$ cat src/rtl/rapids_pkg.sv
// rapids_pkg: shared definitions for the rapids core integration blocks.
// Holds the run-controller state encoding and the default word/address/register
// widths that the mmu, decode and run-control blocks agree on.
package rapids_pkg;

  localparam int RAPIDS_ADDR_W = 8;
  localparam int RAPIDS_DATA_W = 32;
  localparam int RAPIDS_REG_W  = 4;

  typedef enum logic [2:0] {
    ST_IDLE,
    ST_LOAD,
    ST_FLUSH,
    ST_GO,
    ST_RUN,
    ST_CHK_REQ,
    ST_CHK_CMP,
    ST_DONE
  } run_state_e;

  // The core is held in reset until the image has fully landed in memory.
  function automatic logic holdsCore(input run_state_e s);
    return (s == ST_IDLE) || (s == ST_LOAD) || (s == ST_FLUSH);
  endfunction

  function automatic logic isBusyState(input run_state_e s);
    return !((s == ST_IDLE) || (s == ST_DONE));
  endfunction

endpackage

$ cat src/rtl/rapids_chk_unit.sv
// rapids_chk_unit: register-check datapath of the run controller.
// Accepts one (register, expected value) entry per request cycle, reads the
// register file and compares on the following cycle, counting mismatches with
// saturation and remembering the register index of the first mismatch.
// Ports:
//   clk, reset        clock, synchronous active-high reset
//   clear_i           start of a new sequence: zero the counter and first-fail index
//   req_i / cmp_i     controller is in CHK_REQ / CHK_CMP
//   chk_valid_i, chk_idx_i, chk_expect_i, chk_last_i   check entry stream
//   reg_rd_data_i     register-file data, one cycle after the read index
//   chk_ready_o       entry accepted this cycle
//   reg_rd_idx_o      register-file read index
//   fail_count_o, first_fail_idx_o   mismatch results
//   last_o            the entry being compared is the final one
module rapids_chk_unit
  import rapids_pkg::*;
#(
  parameter int DATA_W = RAPIDS_DATA_W,
  parameter int REG_W  = RAPIDS_REG_W,
  parameter int CNT_W  = 8
) (
  input  logic              clk,
  input  logic              reset,
  input  logic              clear_i,
  input  logic              req_i,
  input  logic              cmp_i,
  input  logic              chk_valid_i,
  input  logic [REG_W-1:0]  chk_idx_i,
  input  logic [DATA_W-1:0] chk_expect_i,
  input  logic              chk_last_i,
  input  logic [DATA_W-1:0] reg_rd_data_i,
  output logic              chk_ready_o,
  output logic [REG_W-1:0]  reg_rd_idx_o,
  output logic [CNT_W-1:0]  fail_count_o,
  output logic [REG_W-1:0]  first_fail_idx_o,
  output logic              last_o
);

  logic [REG_W-1:0]  idx_q, idx_d;
  logic [DATA_W-1:0] expect_q, expect_d;
  logic              last_q, last_d;
  logic [CNT_W-1:0]  failCnt_q, failCnt_d;
  logic [REG_W-1:0]  firstFail_q, firstFail_d;
  logic              fire;
  logic              mismatch;

  // The read index is driven straight from chk_idx during the handshake so the
  // synchronous register-file read returns its data in the compare cycle.
  always_comb begin
    fire         = req_i && chk_valid_i;
    mismatch     = cmp_i && (reg_rd_data_i != expect_q);
    idx_d        = idx_q;
    expect_d     = expect_q;
    last_d       = last_q;
    failCnt_d    = failCnt_q;
    firstFail_d  = firstFail_q;
    chk_ready_o  = req_i;
    reg_rd_idx_o = req_i ? chk_idx_i : idx_q;
    if (fire) begin
      idx_d    = chk_idx_i;
      expect_d = chk_expect_i;
      last_d   = chk_last_i;
    end
    if (clear_i) begin
      failCnt_d   = '0;
      firstFail_d = '0;
    end else if (mismatch) begin
      if (failCnt_q == '0) begin
        firstFail_d = idx_q;
      end
      if (failCnt_q != '1) begin
        failCnt_d = failCnt_q + CNT_W'(1);
      end
    end
  end

  // Entry latches and result registers.
  always_ff @(posedge clk) begin
    if (reset) begin
      idx_q       <= '0;
      expect_q    <= '0;
      last_q      <= 1'b0;
      failCnt_q   <= '0;
      firstFail_q <= '0;
    end else begin
      idx_q       <= idx_d;
      expect_q    <= expect_d;
      last_q      <= last_d;
      failCnt_q   <= failCnt_d;
      firstFail_q <= firstFail_d;
    end
  end

  assign fail_count_o     = failCnt_q;
  assign first_fail_idx_o = firstFail_q;
  assign last_o           = last_q;

endmodule

$ cat src/rtl/rapids_run_ctrl.sv
// rapids_run_ctrl: load/run/check sequencer for the rapids core.
// Streams a program image into core memory while holding the core in reset,
// pulses go, waits for halt or the cycle budget, then checks a list of
// (register, expected value) pairs against the register file.
// Ports:
//   clk, reset                     clock, synchronous active-high reset
//   start                          begin a sequence (honoured in IDLE/DONE only)
//   ld_valid/ld_ready/ld_data/ld_last        program word stream
//   mem_we/mem_addr/mem_wdata      core memory write port (registered)
//   cpu_reset, cpu_go, cpu_halted  core control
//   chk_valid/chk_ready/chk_idx/chk_expect/chk_last   check entry stream
//   reg_rd_idx, reg_rd_data        register-file read port
//   busy, done, pass, timed_out, load_trunc, fail_count, first_fail_idx  status
module rapids_run_ctrl
  import rapids_pkg::*;
#(
  parameter int ADDR_W     = RAPIDS_ADDR_W,
  parameter int DATA_W     = RAPIDS_DATA_W,
  parameter int PROG_DEPTH = 64,
  parameter int REG_W      = RAPIDS_REG_W,
  parameter int TIMEOUT    = 1024,
  parameter int CNT_W      = 8
) (
  input  logic              clk,
  input  logic              reset,
  input  logic              start,
  input  logic              ld_valid,
  output logic              ld_ready,
  input  logic [DATA_W-1:0] ld_data,
  input  logic              ld_last,
  output logic              mem_we,
  output logic [ADDR_W-1:0] mem_addr,
  output logic [DATA_W-1:0] mem_wdata,
  output logic              cpu_reset,
  output logic              cpu_go,
  input  logic              cpu_halted,
  input  logic              chk_valid,
  output logic              chk_ready,
  input  logic [REG_W-1:0]  chk_idx,
  input  logic [DATA_W-1:0] chk_expect,
  input  logic              chk_last,
  output logic [REG_W-1:0]  reg_rd_idx,
  input  logic [DATA_W-1:0] reg_rd_data,
  output logic              busy,
  output logic              done,
  output logic              pass,
  output logic              timed_out,
  output logic              load_trunc,
  output logic [CNT_W-1:0]  fail_count,
  output logic [REG_W-1:0]  first_fail_idx
);

  // The timer never runs past TIMEOUT-1, so it only needs to hold that value.
  localparam int TMR_W = $clog2(TIMEOUT);

  run_state_e        state_q, state_d;
  logic [ADDR_W-1:0] addrCnt_q, addrCnt_d;
  logic [TMR_W-1:0]  timer_q, timer_d;
  logic              timedOut_q, timedOut_d;
  logic              loadTrunc_q, loadTrunc_d;
  logic              memWe_q, memWe_d;
  logic [ADDR_W-1:0] memAddr_q, memAddr_d;
  logic [DATA_W-1:0] memWdata_q, memWdata_d;
  logic              clearRun;
  logic              chkLast;

  rapids_chk_unit #(
    .DATA_W (DATA_W),
    .REG_W  (REG_W),
    .CNT_W  (CNT_W)
  ) u_chk (
    .clk              (clk),
    .reset            (reset),
    .clear_i          (clearRun),
    .req_i            (state_q == ST_CHK_REQ),
    .cmp_i            (state_q == ST_CHK_CMP),
    .chk_valid_i      (chk_valid),
    .chk_idx_i        (chk_idx),
    .chk_expect_i     (chk_expect),
    .chk_last_i       (chk_last),
    .reg_rd_data_i    (reg_rd_data),
    .chk_ready_o      (chk_ready),
    .reg_rd_idx_o     (reg_rd_idx),
    .fail_count_o     (fail_count),
    .first_fail_idx_o (first_fail_idx),
    .last_o           (chkLast)
  );

  // Sequencer next-state logic. The write port is registered so each accepted
  // word appears on mem_we exactly one cycle after its handshake; the word at
  // PROG_DEPTH-1 always closes the load even without ld_last.
  always_comb begin
    state_d     = state_q;
    addrCnt_d   = addrCnt_q;
    timer_d     = timer_q;
    timedOut_d  = timedOut_q;
    loadTrunc_d = loadTrunc_q;
    memWe_d     = 1'b0;
    memAddr_d   = memAddr_q;
    memWdata_d  = memWdata_q;
    clearRun    = 1'b0;
    ld_ready    = 1'b0;
    cpu_go      = 1'b0;
    case (state_q)
      ST_IDLE, ST_DONE: begin
        if (start) begin
          state_d     = ST_LOAD;
          addrCnt_d   = '0;
          timer_d     = '0;
          timedOut_d  = 1'b0;
          loadTrunc_d = 1'b0;
          clearRun    = 1'b1;
        end
      end
      ST_LOAD: begin
        ld_ready = 1'b1;
        if (ld_valid) begin
          memWe_d    = 1'b1;
          memAddr_d  = addrCnt_q;
          memWdata_d = ld_data;
          addrCnt_d  = addrCnt_q + ADDR_W'(1);
          if (ld_last) begin
            state_d = ST_FLUSH;
          end else if (addrCnt_q == ADDR_W'(PROG_DEPTH - 1)) begin
            state_d     = ST_FLUSH;
            loadTrunc_d = 1'b1;
          end
        end
      end
      ST_FLUSH: begin
        state_d = ST_GO;
      end
      ST_GO: begin
        cpu_go  = 1'b1;
        timer_d = '0;
        state_d = ST_RUN;
      end
      ST_RUN: begin
        timer_d = timer_q + TMR_W'(1);
        if (cpu_halted) begin
          state_d = ST_CHK_REQ;
        end else if (timer_q == TMR_W'(TIMEOUT - 1)) begin
          timedOut_d = 1'b1;
          state_d    = ST_DONE;
        end
      end
      ST_CHK_REQ: begin
        if (chk_valid) begin
          state_d = ST_CHK_CMP;
        end
      end
      ST_CHK_CMP: begin
        state_d = chkLast ? ST_DONE : ST_CHK_REQ;
      end
      default: begin
        state_d = ST_IDLE;
      end
    endcase
  end

  // State, counters and the registered memory write port.
  always_ff @(posedge clk) begin
    if (reset) begin
      state_q     <= ST_IDLE;
      addrCnt_q   <= '0;
      timer_q     <= '0;
      timedOut_q  <= 1'b0;
      loadTrunc_q <= 1'b0;
      memWe_q     <= 1'b0;
      memAddr_q   <= '0;
      memWdata_q  <= '0;
    end else begin
      state_q     <= state_d;
      addrCnt_q   <= addrCnt_d;
      timer_q     <= timer_d;
      timedOut_q  <= timedOut_d;
      loadTrunc_q <= loadTrunc_d;
      memWe_q     <= memWe_d;
      memAddr_q   <= memAddr_d;
      memWdata_q  <= memWdata_d;
    end
  end

  assign mem_we     = memWe_q;
  assign mem_addr   = memAddr_q;
  assign mem_wdata  = memWdata_q;
  assign cpu_reset  = holdsCore(state_q);
  assign busy       = isBusyState(state_q);
  assign done       = (state_q == ST_DONE);
  assign pass       = done && !timedOut_q && (fail_count == '0);
  assign timed_out  = timedOut_q;
  assign load_trunc = loadTrunc_q;

endmodule

$ cat config.mk
export PLATFORM = sky130hd
export DESIGN_NAME = rapids_run_ctrl
export DESIGN_NICKNAME = d
export VERILOG_FILES = /design/src/rtl/rapids_pkg.sv /design/src/rtl/rapids_chk_unit.sv /design/src/rtl/rapids_run_ctrl.sv
export SDC_FILE = /design/constraint.sdc
export NUM_CORES = 1
export LEC_CHECK = 0
export CAP_MARGIN = 30
export CORE_MARGIN = 10
export CORE_UTILIZATION = 40
export CTS_CLUSTER_DIAMETER = 30
export DETAILED_ROUTE_END_ITERATION = 10
export PLACE_DENSITY = 0.74
export SYNTH_ARGS = -nofsm -noshare
export SYNTH_HDL_FRONTEND = slang
export SYNTH_SLANG_ARGS = --single-unit
$ cat constraint.sdc
create_clock -name clk -period 5.3 [get_ports clk]
set_input_delay 0.795 -clock clk [delete_from_list [all_inputs] [get_ports clk]]
set_output_delay 0.795 -clock clk [all_outputs]
set_load 0.01 [all_outputs]
==> key figures, run 1 <==
Run status
  – Status: finished, final reports clean

Global routing
  – Pin count of the biggest net entering global routing: 46
  – Gr ovfl total: 0
  – Global-route wire length before repair: ~25,000 um
  – Initial antenna violation count: 0
  – Tot GR Track Use: 0.1735
  – Number of global-route vias before repair: between 4,000 and 5,000

Route
  – DRT antenna net count: 0
  – Drt wl/cell: 15.69 um
  – Final WL: about 15,000 um
  – Vias: between 4,000 and 5,000
  – Initial DRT Pass Iterations: 4
  – DR iter-0 viols: roughly 240
  – Vias per cell: just under 5
  – # DRC: 0

Placement
  – HPWL after detailed placement: between 10,000 and 15,000 um
  – Placed Cells incl. Taps: roughly 930
  – IO buf count: approximately 170
  – Gp weighted congestion: around 0.86

Worst setup path
  – Worst endpoint data arrival time: ~2.6 ns
  – Cell family with most CP delay: buffers and inverters
  – Slowest cell on crit path: dfxtp_1
  – Max stage delay on crit path: roughly 0.58 ns
  – CP required: between 4 and 5 ns
  – Worst setup path category: flip-flop to output pin
  – Startpoint types: flip-flop
  – Crit Path Max Fanout: 14
  – Worst path buffer plus inverter count: 2
  – CP endpoint kind: output pin
  – Cell Chain, Critical Path: inv_1 > nor3_2 > mux2_2 > clkdlybuf4s50_1

Timing
  – Worst slew margin: 0.3719
  – Worst-Margin Slew: ~0.94 ns
  – Finish-stage setup viols: 0
  – Setup tns final: 0 ns
  – Post-Route Skew: roughly 0.0054 ns
  – Min cycle time layout: about 3.4 ns
  – FMAX: 298.1 MHz
  – RSZ-0062 raised after global routing: false
  – Hold Violations, Final: 0
  – Post-route clock period utilization: 0.6328
  – Fin. max-slew vios: 0

Logic synthesis
  – Post-synth cell types: 53
  – Post-synth top area cell: dfxtp_1
  – Cell count after synthesis: around 600
  – Async S/R FF share, synth: 0
  – Primary FF master, synth: dfxtp_1
  – Ys Warns: 0
  – Syn avg cell area: 8.084 um^2
  – Seq cells post-synth: ~110
  – Post-synth EDFFs: 0
  – Top-area cell type share of the netlist area: 0.4543
  – Netlist Area Pre-Place: 0.004980 mm^2
  – Dominant cells by area after synthesis: dfxtp_1, nand2_1, a21oi_1, xnor2_1, nand4_1
  – Syn nets: about 730
  – Seq/Total Area, Yosys: 0.4543

Run
  – Max cap viols: 0

Die
  – Die Height: around 130 um
  – Cell Rows: 40
  – Die area: 0.01731 mm^2
  – Core Footprint: about 0.012 mm^2
  – Die Wd: between 100 and 150 um
  – IO Count: about 170
  – Initial Util: 0.4112

CTS
  – Total CTS buffers: 17
  – Clk root buf: clkbuf_16
  – Worst-path clk slew: approximately 0.05 ns
  – Post-CTS setup buffers: 0
  – CTS tree: yes
  – Clk sinks: between 100 and 150
  – Max clock buf depth: 2
  – CTS H-Tree Depth: 4
  – Post-CTS resize count: 0
  – Clock insertion delay at the later pin of the skew report: 0.42 ns
  – CTS Hold Bufs: 0

Finish
  – Finished Core Util: 0.6112
  – Fin nets: about 890
  – Layout area overhead: 48.64%
  – Diode count: 0
  – Non-filler instance count after layout: 959
  – Layout cells sized above 1: 0.07332
  – # fillers: around 1,100

Power
  – P_leak: between 0.002 and 0.0025 uW
  – Peak supply drop: 0.2095 mV
  – PwrDens: 317.7 mW/mm^2

Worst hold path
  – Hold Path Class: flip-flop to flip-flop
flip-flops by register name, indices dropped and copies added, names as in the netlist, 3 cells and up:
register                cells
mem_wdata                  32
u_chk.fail_count_o          8
mem_addr                    8
addrCnt_q                   8
state_q                     3
u_chk.expect_q             32
u_chk.first_fail_idx_o      4
u_chk.idx_q                 4
timer_q                    10
power by group:
part	switching, uW	internal (uW)	leakage (uW)
clock	381	752	0.000294
sequential	25.9	879	0.000913
combinational	146	167	0.00127
cell usage after synthesis (2+ instances only):
cell      instances
a2111o_1          3
nand2b_1          2
inv_2             2
nor4_2            2
nor2b_1           3
mux2_2            6
clkbuf_1         18
nand2_1         185
o21ai_0           7
and3_1            4
nor4_1            2
a211oi_1          2
nand3_1          10
nor2_1           28
inv_1             6
and4_1            2
nand3b_1          2
xor2_1            5
ha_1              4
buf_4             5
buf_2            10
a21oi_1          93
dfxtp_1         113
mux2i_1          10
nor3_1            7
nand4_1          18
xnor2_1          40
buf_6             2
cell type report:
class                      instances  area [um^2]  share of cell area
sequential                       113         2262              0.3056
timing repair buffer             179         1792              0.2421
clock buffer                      19        452.9             0.06119
inverter                           8        30.03            0.004057
multi-input combinational        460         2515              0.3398
tap                              168        210.2             0.02840
clock inverter                    12        140.1             0.01893
logic make-up after synthesis:
| kind of cell | share of synthesized area |
|---|---|
| fa+ha+maj | 0.01005 |
| xor+xnor | 0.07915 |
| mux | 0.03367 |
| compound gates | 0.1359 |
| flops | 0.4543 |
| simple gates | 0.2452 |
| buf+inv | 0.04171 |
path summary, 6_finish.rpt:
kind	start	end	depth (start not counted)	slack (ns)
min reg2reg	mem_wdata[9]$_SDFFE_PP0P_	mem_wdata[9]$_SDFFE_PP0P_	2	0.45
max	state_q[2]$_SDFFE_PP0P_	reg_rd_idx[3]	4	1.95
max reg2reg	state_q[0]$_SDFFE_PP0P_	mem_wdata[13]$_SDFFE_PP0P_	6	2.89
min	mem_wdata[9]$_SDFFE_PP0P_	mem_wdata[9]$_SDFFE_PP0P_	2	0.45
routing by layer:
| metal | routed length, um | vias to the layer above | track usage |
|---|---|---|---|
| met5 | 0 | - | 0 |
| met4 | 261 | 0 | 0.06489 |
| met3 | 752 | 18 | 0.05145 |
| met2 | 8171 | 127 | 0.3180 |
| met1 | 5864 | 2210 | 0.1825 |
| li1 | - | 2400 | - |
per-stage QoR:
step                      hold WS, ns  cell area (um^2)  total power [uW]  setup WS (ns)
after floorplan                0.4328              4980              1075          3.244
after CTS                      0.4551              7402              2375          1.920
final                          0.4526              7402              2352          1.946
after detailed placement       0.4471              6809              1236          2.150
after global routing           0.4725              7402              2447          1.803
after global placement         0.4421              6782              1227          2.278
worst register-to-register path: stages (launching register included):
cell	delay, ns
dfxtp_1	0.59
mux2_2	0.39
a22oi_1	0.71
nor3_2	0.07
buf_4	0.30
nand2_1	0.13
a21oi_1	0.07
cells in the final DEF (no fill, tap or decap), drive strengths merged, types with 2 or more instances in the layout:
cell type	n
nand2	185
clkdlybuf4s50	172
dfxtp	113
a21oi	93
xnor2	40
nor2	29
clkbuf	19
nand4	18
nand3	10
mux2i	10
inv	8
nor3	8
o21ai	7
clkinv	7
buf	7
mux2	6
xor2	5
nor4	5
and3	4
ha	4
a2111o	3
nor2b	3
bufinv	3
nand3b	2
and4	2
nand2b	2
a211oi	2
clkinvlp	2
nor3b	2
or2	2
o22ai	2
Note: power is estimated with default switching activity, not from simulation.
==> run 2: changes to the inputs <==
Clock period 5.3 ns to 3.5 ns, I/O delays scaled along.
==> run 2 against run 1 <==
Net effect: clock power grew 46%; sequential share of layout area is 0.098 points higher; largest power group unchanged; sequential power is 51% higher; setup slack got worse by 1.3 ns; critical endpoint unchanged; count of clock-buffer cells in the layout increased by 3; cell area fell by 0.32%.
==> key figures, run 2 (synthesis gave the netlist of run 1 again) <==
Power
  – Psw: 836.6 uW (was 552.9 uW)
  – Sw Share: 0.2390 (was 0.2351)
  – P_leak: 0.002458 uW (was 0.002479 uW)
  – Clock Power Share: 0.472 (was 0.482)
  – Seq pwr share: 0.392 (was 0.385)
  – PwrDens: 474.5 mW/mm^2 (was 317.7 mW/mm^2)
  – Comb pwr share: 0.136 (was 0.133)
  – Peak supply drop: 0.3505 mV (was 0.2095 mV)
  – Internal: 2664 uW (was 1799 uW)
  – Final total power: 3501 uW (was 2352 uW)

Timing
  – Hold Violations, Final: 0 (unchanged)
  – Setup tns final: 0 ns (unchanged)
  – FMAX: 347.0 MHz
  – Worst-Margin Slew: 0.8548 ns (was 0.9422 ns)
  – Final setup margin: 0.6183 ns (was 1.946 ns)
  – RSZ-0062 raised after global routing: false (unchanged)
  – Min cycle time layout: approximately 2.9 ns
  – Finish-stage setup viols: 0 (unchanged)
  – Fin. max-slew vios: 0 (unchanged)
  – Post-Route Skew: 0.008565 ns (was 0.005352 ns)
  – Post-route clock period utilization: 0.8233
  – Worst slew margin: 0.4301 (was 0.3719)

Worst setup path
  – Worst reg-to-reg path cell count: 7 (was 6)
  – CP Launch Point: state_q[2]$_SDFFE_PP0P_ (unchanged)
  – Startpoint types: flip-flop (unchanged)
  – Worst endpoint data arrival time: 2.36 ns (was 2.56 ns)
  – Reg-to-Reg Start: state_q[1]$_SDFFE_PP0P_ (was state_q[0]$_SDFFE_PP0P_)
  – Critical Path End: reg_rd_idx[3] (unchanged)
  – CP required: 2.97 ns (was 4.51 ns)
  – Crit Reg-Reg Endpoint: mem_addr[0]$_SDFFE_PP0P_ (was mem_wdata[13]$_SDFFE_PP0P_)
  – Reg-to-reg setup timing slack: 1.40 ns (was 2.89 ns)
  – Worst setup path category: flip-flop to output pin (unchanged)
  – Crit Path Max Fanout: 14 (unchanged)
  – CP endpoint kind: output pin (unchanged)

CTS
  – Clk root buf: clkbuf_16 (unchanged)
  – Max clock buf depth: 2 (unchanged)
  – Worst-path clk slew: 0.05 ns (about the same)
  – Total CTS buffers: 17 (unchanged)
  – CTS Hold Bufs: 0 (unchanged)
  – Post-CTS resize count: 0 (unchanged)
  – CTS tree: yes (unchanged)
  – Clk sinks: 113 (unchanged)
  – CTS H-Tree Depth: 4 (unchanged)
  – Clock insertion delay at the later pin of the skew report: 0.41 ns (was 0.42 ns)
  – Post-CTS setup buffers: 0 (unchanged)

Die
  – Initial Util: 0.4112 (unchanged)
  – Core Footprint: 0.01211 mm^2 (unchanged)
  – Die area: 0.01731 mm^2 (unchanged)
  – Die Height: 131.6 um (unchanged)
  – IO Count: 174 (unchanged)
  – Die Wd: 131.6 um (unchanged)
  – Cell Rows: 40 (unchanged)

Global routing
  – Gr ovfl total: 0 (unchanged)
  – Tot GR Track Use: 0.1750 (was 0.1735)
  – Number of global-route vias before repair: 4,857 (was 4,698)
  – Initial antenna violation count: 0 (unchanged)
  – Pin count of the biggest net entering global routing: 45 (was 46)
  – Global-route wire length before repair: 24,980 um (was 24,600 um)

Route
  – Vias per cell: 4.965 (was 4.958)
  – # DRC: 0 (unchanged)
  – Drt wl/cell: 15.98 um (was 15.69 um)
  – DRT antenna net count: 0 (unchanged)
  – DR iter-0 viols: 349 (was 241)
  – Final WL: 15,370 um (was 15,050 um)
  – Initial DRT Pass Iterations: 4 (unchanged)
  – Vias: 4,776 (was 4,755)

Run status
  – Status: finished, final reports clean (unchanged)

Finish
  – Layout cells sized above 1: 0.07305 (was 0.07332)
  – Most common cell after layout, fill and taps aside: nand2_1 (unchanged)
  – # fillers: 1,069 (was 1,072)
  – Non-filler instance count after layout: 962 (was 959)
  – Layout area overhead: 48.17% (was 48.64%)
  – Diode count: 0 (unchanged)
  – Most frequent cells in the layout: nand2_1, clkdlybuf4s50_1, dfxtp_1 (unchanged)
  – Fin nets: 893 (was 891)

Placement
  – IO buf count: 173 (unchanged)
  – HPWL after detailed placement: 11,660 um (was 11,340 um)
  – Gp weighted congestion: 0.8661 (was 0.8584)
  – Placed Cells incl. Taps: 930 (was 928)
  – Setup WS pre-CTS: 0.8849 ns (was 2.150 ns)

Run
  – Max cap viols: 0 (unchanged)

Worst hold path
  – Hold Path Class: flip-flop to flip-flop (unchanged)
[run 2: routing by layer]
layer | part of all wire | track usage | up-vias
met5 | 0 | 0 | -
met4 | 0.028 | 0.07726 | 0
met3 | 0.041 | 0.04878 | 23
met2 | 0.53 | 0.3112 | 111
met1 | 0.40 | 0.1890 | 2233
li1 | - | - | 2409
[run 2: layout make-up]
type                            count  area [um^2]  share of cell area
Clock inverter                     10        110.1             0.01492
Multi-Input combinational cell    460         2515              0.3409
Clock buffer                       22        464.2             0.06291
Sequential cell                   113         2262              0.3066
Timing Repair Buffer              181         1787              0.2422
Tap cell                          168        210.2             0.02849
Inverter                            8        30.03            0.004070
[run 2: worst max-delay path: stages, from the launching register on]
cell             delay [ns]
dfxtp_1                0.58
inv_1                  0.15
nor3_2                 0.19
buf_4                  0.18
mux2_2                 0.34
clkdlybuf4s50_1        0.53
[run 2: power by group through the flow]
stage	clock network, uW	logic, uW	registers (uW)
6_report	1650	477	1370
5_1_grt	1750	521	1380
4_1_cts	1680	481	1370
3_5_place_dp	0	477	1400
3_3_place_gp	0	468	1390
2_1_floorplan	0	233	1400
[run 2: per-stage QoR]
| stage | utilization | instance area (um^2) | hold WS [ns] |
|---|---|---|---|
| 6_report | 0.6092 | 7378 | 0.4525 |
| 5_1_grt | 0.6092 | 7378 | 0.4658 |
| 4_1_cts | 0.6092 | 7378 | 0.4547 |
| 3_5_place_dp | 0.5618 | 6804 | 0.4471 |
| 3_3_place_gp | 0.5618 | 6804 | 0.4408 |
| 2_1_floorplan | - | 4980 | 0.4328 |
[run 2: how the worst min path moves through the flow]
stage | from | end | depth (start not counted)
2_1_floorplan | u_chk.last_o$_SDFFE_PP0P_ | u_chk.last_o$_SDFFE_PP0P_ | 2
3_3_place_gp | mem_wdata[3]$_SDFFE_PP0P_ | mem_wdata[3]$_SDFFE_PP0P_ | 2
3_5_place_dp | mem_wdata[10]$_SDFFE_PP0P_ | mem_wdata[10]$_SDFFE_PP0P_ | 2
4_1_cts | mem_wdata[10]$_SDFFE_PP0P_ | mem_wdata[10]$_SDFFE_PP0P_ | 2
5_1_grt | mem_wdata[5]$_SDFFE_PP0P_ | mem_wdata[5]$_SDFFE_PP0P_ | 2
6_report | mem_wdata[11]$_SDFFE_PP0P_ | mem_wdata[11]$_SDFFE_PP0P_ | 2
==> run 3: changes to the inputs <==
Clock period 3.5 ns to 2.8 ns, I/O delays scaled along.
==> run 3 against run 2 <==
Net effect: global-route usage up 0.39 points; first-iteration DRC count down 6.9%; sequential cell count unchanged; sequential power up 25%; count of clock-buffer cells in the layout unchanged; largest cell class unchanged; largest power group unchanged.
==> key figures, run 3 (synthesis gave the netlist of run 1 again) <==
Finish
  – Most frequent cells in the layout: nand2_1, clkdlybuf4s50_1, dfxtp_1 (unchanged)
  – Final instance area: 0.007456 mm^2 (was 0.007378 mm^2)
  – Most common cell after layout, fill and taps aside: nand2_1 (unchanged)
  – Layout area overhead: 49.72% (was 48.17%)
  – Fin nets: 898 (was 893)
  – Finished Core Util: 0.6156 (was 0.6092)
  – Layout cells sized above 1: 0.08010 (was 0.07305)

Timing
  – Setup tns final: 0 ns (unchanged)
  – Hold WS: 0.4542 ns (was 0.4525 ns)
  – Final setup margin: 0.2342 ns (was 0.6183 ns)
  – RSZ-0062 raised after global routing: false (unchanged)
  – Post-route clock period utilization: 0.9163
  – Min cycle time layout: 2.566 ns
  – Worst slew margin: 0.4920 (was 0.4301)
  – Post-Route Skew: 0.007443 ns (was 0.008565 ns)
  – Fin. max-slew vios: 0 (unchanged)
  – Hold Violations, Final: 0 (unchanged)
  – Worst-Margin Slew: 0.7574 ns (was 0.8548 ns)
  – Finish-stage setup viols: 0 (unchanged)
  – FMAX: 389.7 MHz

Route
  – DRT antenna net count: 0 (unchanged)
  – Vias: 4,917 (was 4,776)
  – Final WL: 15,540 um (was 15,370 um)
  – DR iter-0 viols: 325 (was 349)
  – Vias per cell: 5.080 (was 4.965)
  – Drt wl/cell: 16.06 um (was 15.98 um)
  – Initial DRT Pass Iterations: 5 (was 4)
  – # DRC: 0 (unchanged)

Run
  – Max cap viols: 0 (unchanged)

Die
  – Die Wd: 131.6 um (unchanged)
  – Cell Rows: 40 (unchanged)
  – IO Count: 174 (unchanged)
  – Initial Util: 0.4112 (unchanged)
  – Core Footprint: 0.01211 mm^2 (unchanged)
  – Die Height: 131.6 um (unchanged)
  – Die area: 0.01731 mm^2 (unchanged)

Worst setup path
  – Max stage delay on crit path: 0.52 ns (was 0.58 ns)
  – Slowest cell on crit path: clkdlybuf4s50_1 (was dfxtp_1)
  – Crit Reg-Reg Endpoint: u_chk.first_fail_idx_o[1]$_SDFFE_PP0P_ (was mem_addr[0]$_SDFFE_PP0P_)
  – Startpoint types: flip-flop (unchanged)
  – Reg-to-reg setup timing slack: 0.78 ns (was 1.40 ns)
  – Worst setup path category: flip-flop to output pin (unchanged)
  – Worst reg-to-reg path cell count: 5 (was 7)
  – Reg-to-Reg Start: u_chk.expect_q[26]$_SDFFE_PP0P_ (was state_q[1]$_SDFFE_PP0P_)
  – Crit Path Max Fanout: 8 (was 14)
  – CP required: 2.38 ns (was 2.97 ns)
  – CP endpoint kind: output pin (unchanged)
  – Critical Path End: reg_rd_idx[3] (unchanged)
  – CP Launch Point: state_q[0]$_SDFFE_PP0P_ (was state_q[2]$_SDFFE_PP0P_)
  – Cell Chain, Critical Path: inv_2 > nor3_2 > buf_4 > mux2_2 > clkdlybuf4s50_1 (was inv_1 > nor3_2 > buf_4 > mux2_2 > clkdlybuf4s50_1)
  – Worst endpoint data arrival time: 2.15 ns (was 2.36 ns)

CTS
  – Max clock buf depth: 2 (unchanged)
  – CTS tree: yes (unchanged)
  – Clock insertion delay at the later pin of the skew report: 0.41 ns (about the same)
  – Worst-path clk slew: 0.05 ns (about the same)
  – Clk sinks: 113 (unchanged)
  – Total CTS buffers: 17 (unchanged)
  – Clk root buf: clkbuf_16 (unchanged)
  – CTS H-Tree Depth: 4 (unchanged)

Global routing
  – Number of global-route vias before repair: 4,981 (was 4,857)
  – Global-route wire length before repair: 25,290 um (was 24,980 um)
  – Gr ovfl total: 0 (unchanged)
  – Initial antenna violation count: 1 (was 0)
  – Pin count of the biggest net entering global routing: 45 (unchanged)
  – Tot GR Track Use: 0.1789 (was 0.1750)

Power
  – Peak supply drop: 0.4829 mV (was 0.3505 mV)
  – P_leak: 0.002505 uW (was 0.002458 uW)
  – PwrDens: 602.0 mW/mm^2 (was 474.5 mW/mm^2)

Placement
  – HPWL after detailed placement: 11,690 um (was 11,660 um)
  – Area after DPL: 0.006854 mm^2 (was 0.006804 mm^2)
  – Setup WS pre-CTS: 0.2614 ns (was 0.8849 ns)
  – IO buf count: 173 (unchanged)
  – Gp weighted congestion: 0.8601 (was 0.8661)

Worst hold path
  – Hold Path Class: flip-flop to flip-flop (unchanged)

Run status
  – Status: finished, final reports clean (unchanged)
-- run 3: cell types whose count changed in the layout (fill, tap and decap cells not counted), sizes merged --
cell | previous run | this run
buf | 9 | 14
bufinv | 2 | 3
clkinv | 4 | 5
clkinvlp | 4 | 2
diode | 0 | 1
-- run 3: worst min path at each step --
stage,endpoint,depth (start not counted),start
after floorplan,u_chk.last_o$_SDFFE_PP0P_,2,u_chk.last_o$_SDFFE_PP0P_
after global placement,mem_wdata[27]$_SDFFE_PP0P_,2,mem_wdata[27]$_SDFFE_PP0P_
after detailed placement,mem_addr[5]$_SDFFE_PP0P_,2,mem_addr[5]$_SDFFE_PP0P_
after CTS,mem_wdata[17]$_SDFFE_PP0P_,2,mem_wdata[17]$_SDFFE_PP0P_
after global routing,mem_wdata[2]$_SDFFE_PP0P_,2,mem_wdata[2]$_SDFFE_PP0P_
final,u_chk.last_o$_SDFFE_PP0P_,2,u_chk.last_o$_SDFFE_PP0P_
-- run 3: metrics by stage --
step	total power, uW	instances
6_report	4488	968
5_1_grt	4671	968
4_1_cts	4520	967
3_5_place_dp	2357	935
3_3_place_gp	2340	935
2_1_floorplan	2035	616
-- run 3: power breakdown --
group          internal [uW]  switching, uW  leakage [uW]
sequential              1660           43.6      0.000913
combinational            330            286       0.00130
clock                   1440            727      0.000290
-- run 3: metal layers --
| layer | wire length [um] | up-vias | track usage |
|---|---|---|---|
| met5 | 0 | - | 0 |
| met4 | 379 | 0 | 0.07787 |
| met3 | 856 | 23 | 0.05450 |
| met2 | 8470 | 148 | 0.3328 |
| met1 | 5839 | 2325 | 0.1791 |
| li1 | - | 2421 | - |
-- run 3: layout make-up --
cell class	instances	area, um^2
clock inverter	10	133.9
tap	168	210.2
fill	1064	4656
clock buffer	22	464.2
inverter	8	30.03
sequential	113	2263
multi-input combinational	460	2515
timing repair buffer	186	1837
antenna	1	2.502
-- run 3: repair_timing --
action / in CTS / in global routing
hold buffers: 0 / 0
gates resized for setup: 0 / 1
buffers inserted: 0 / 0
endpoints found under the setup margin: 0 / 2
-- run 3: critical path: cells and delay by family (launching register included) --
kind,cells,cell delay (ns)
mux,1,0.34
flops,1,0.47
buf+inv,3,0.81
simple gates,1,0.11
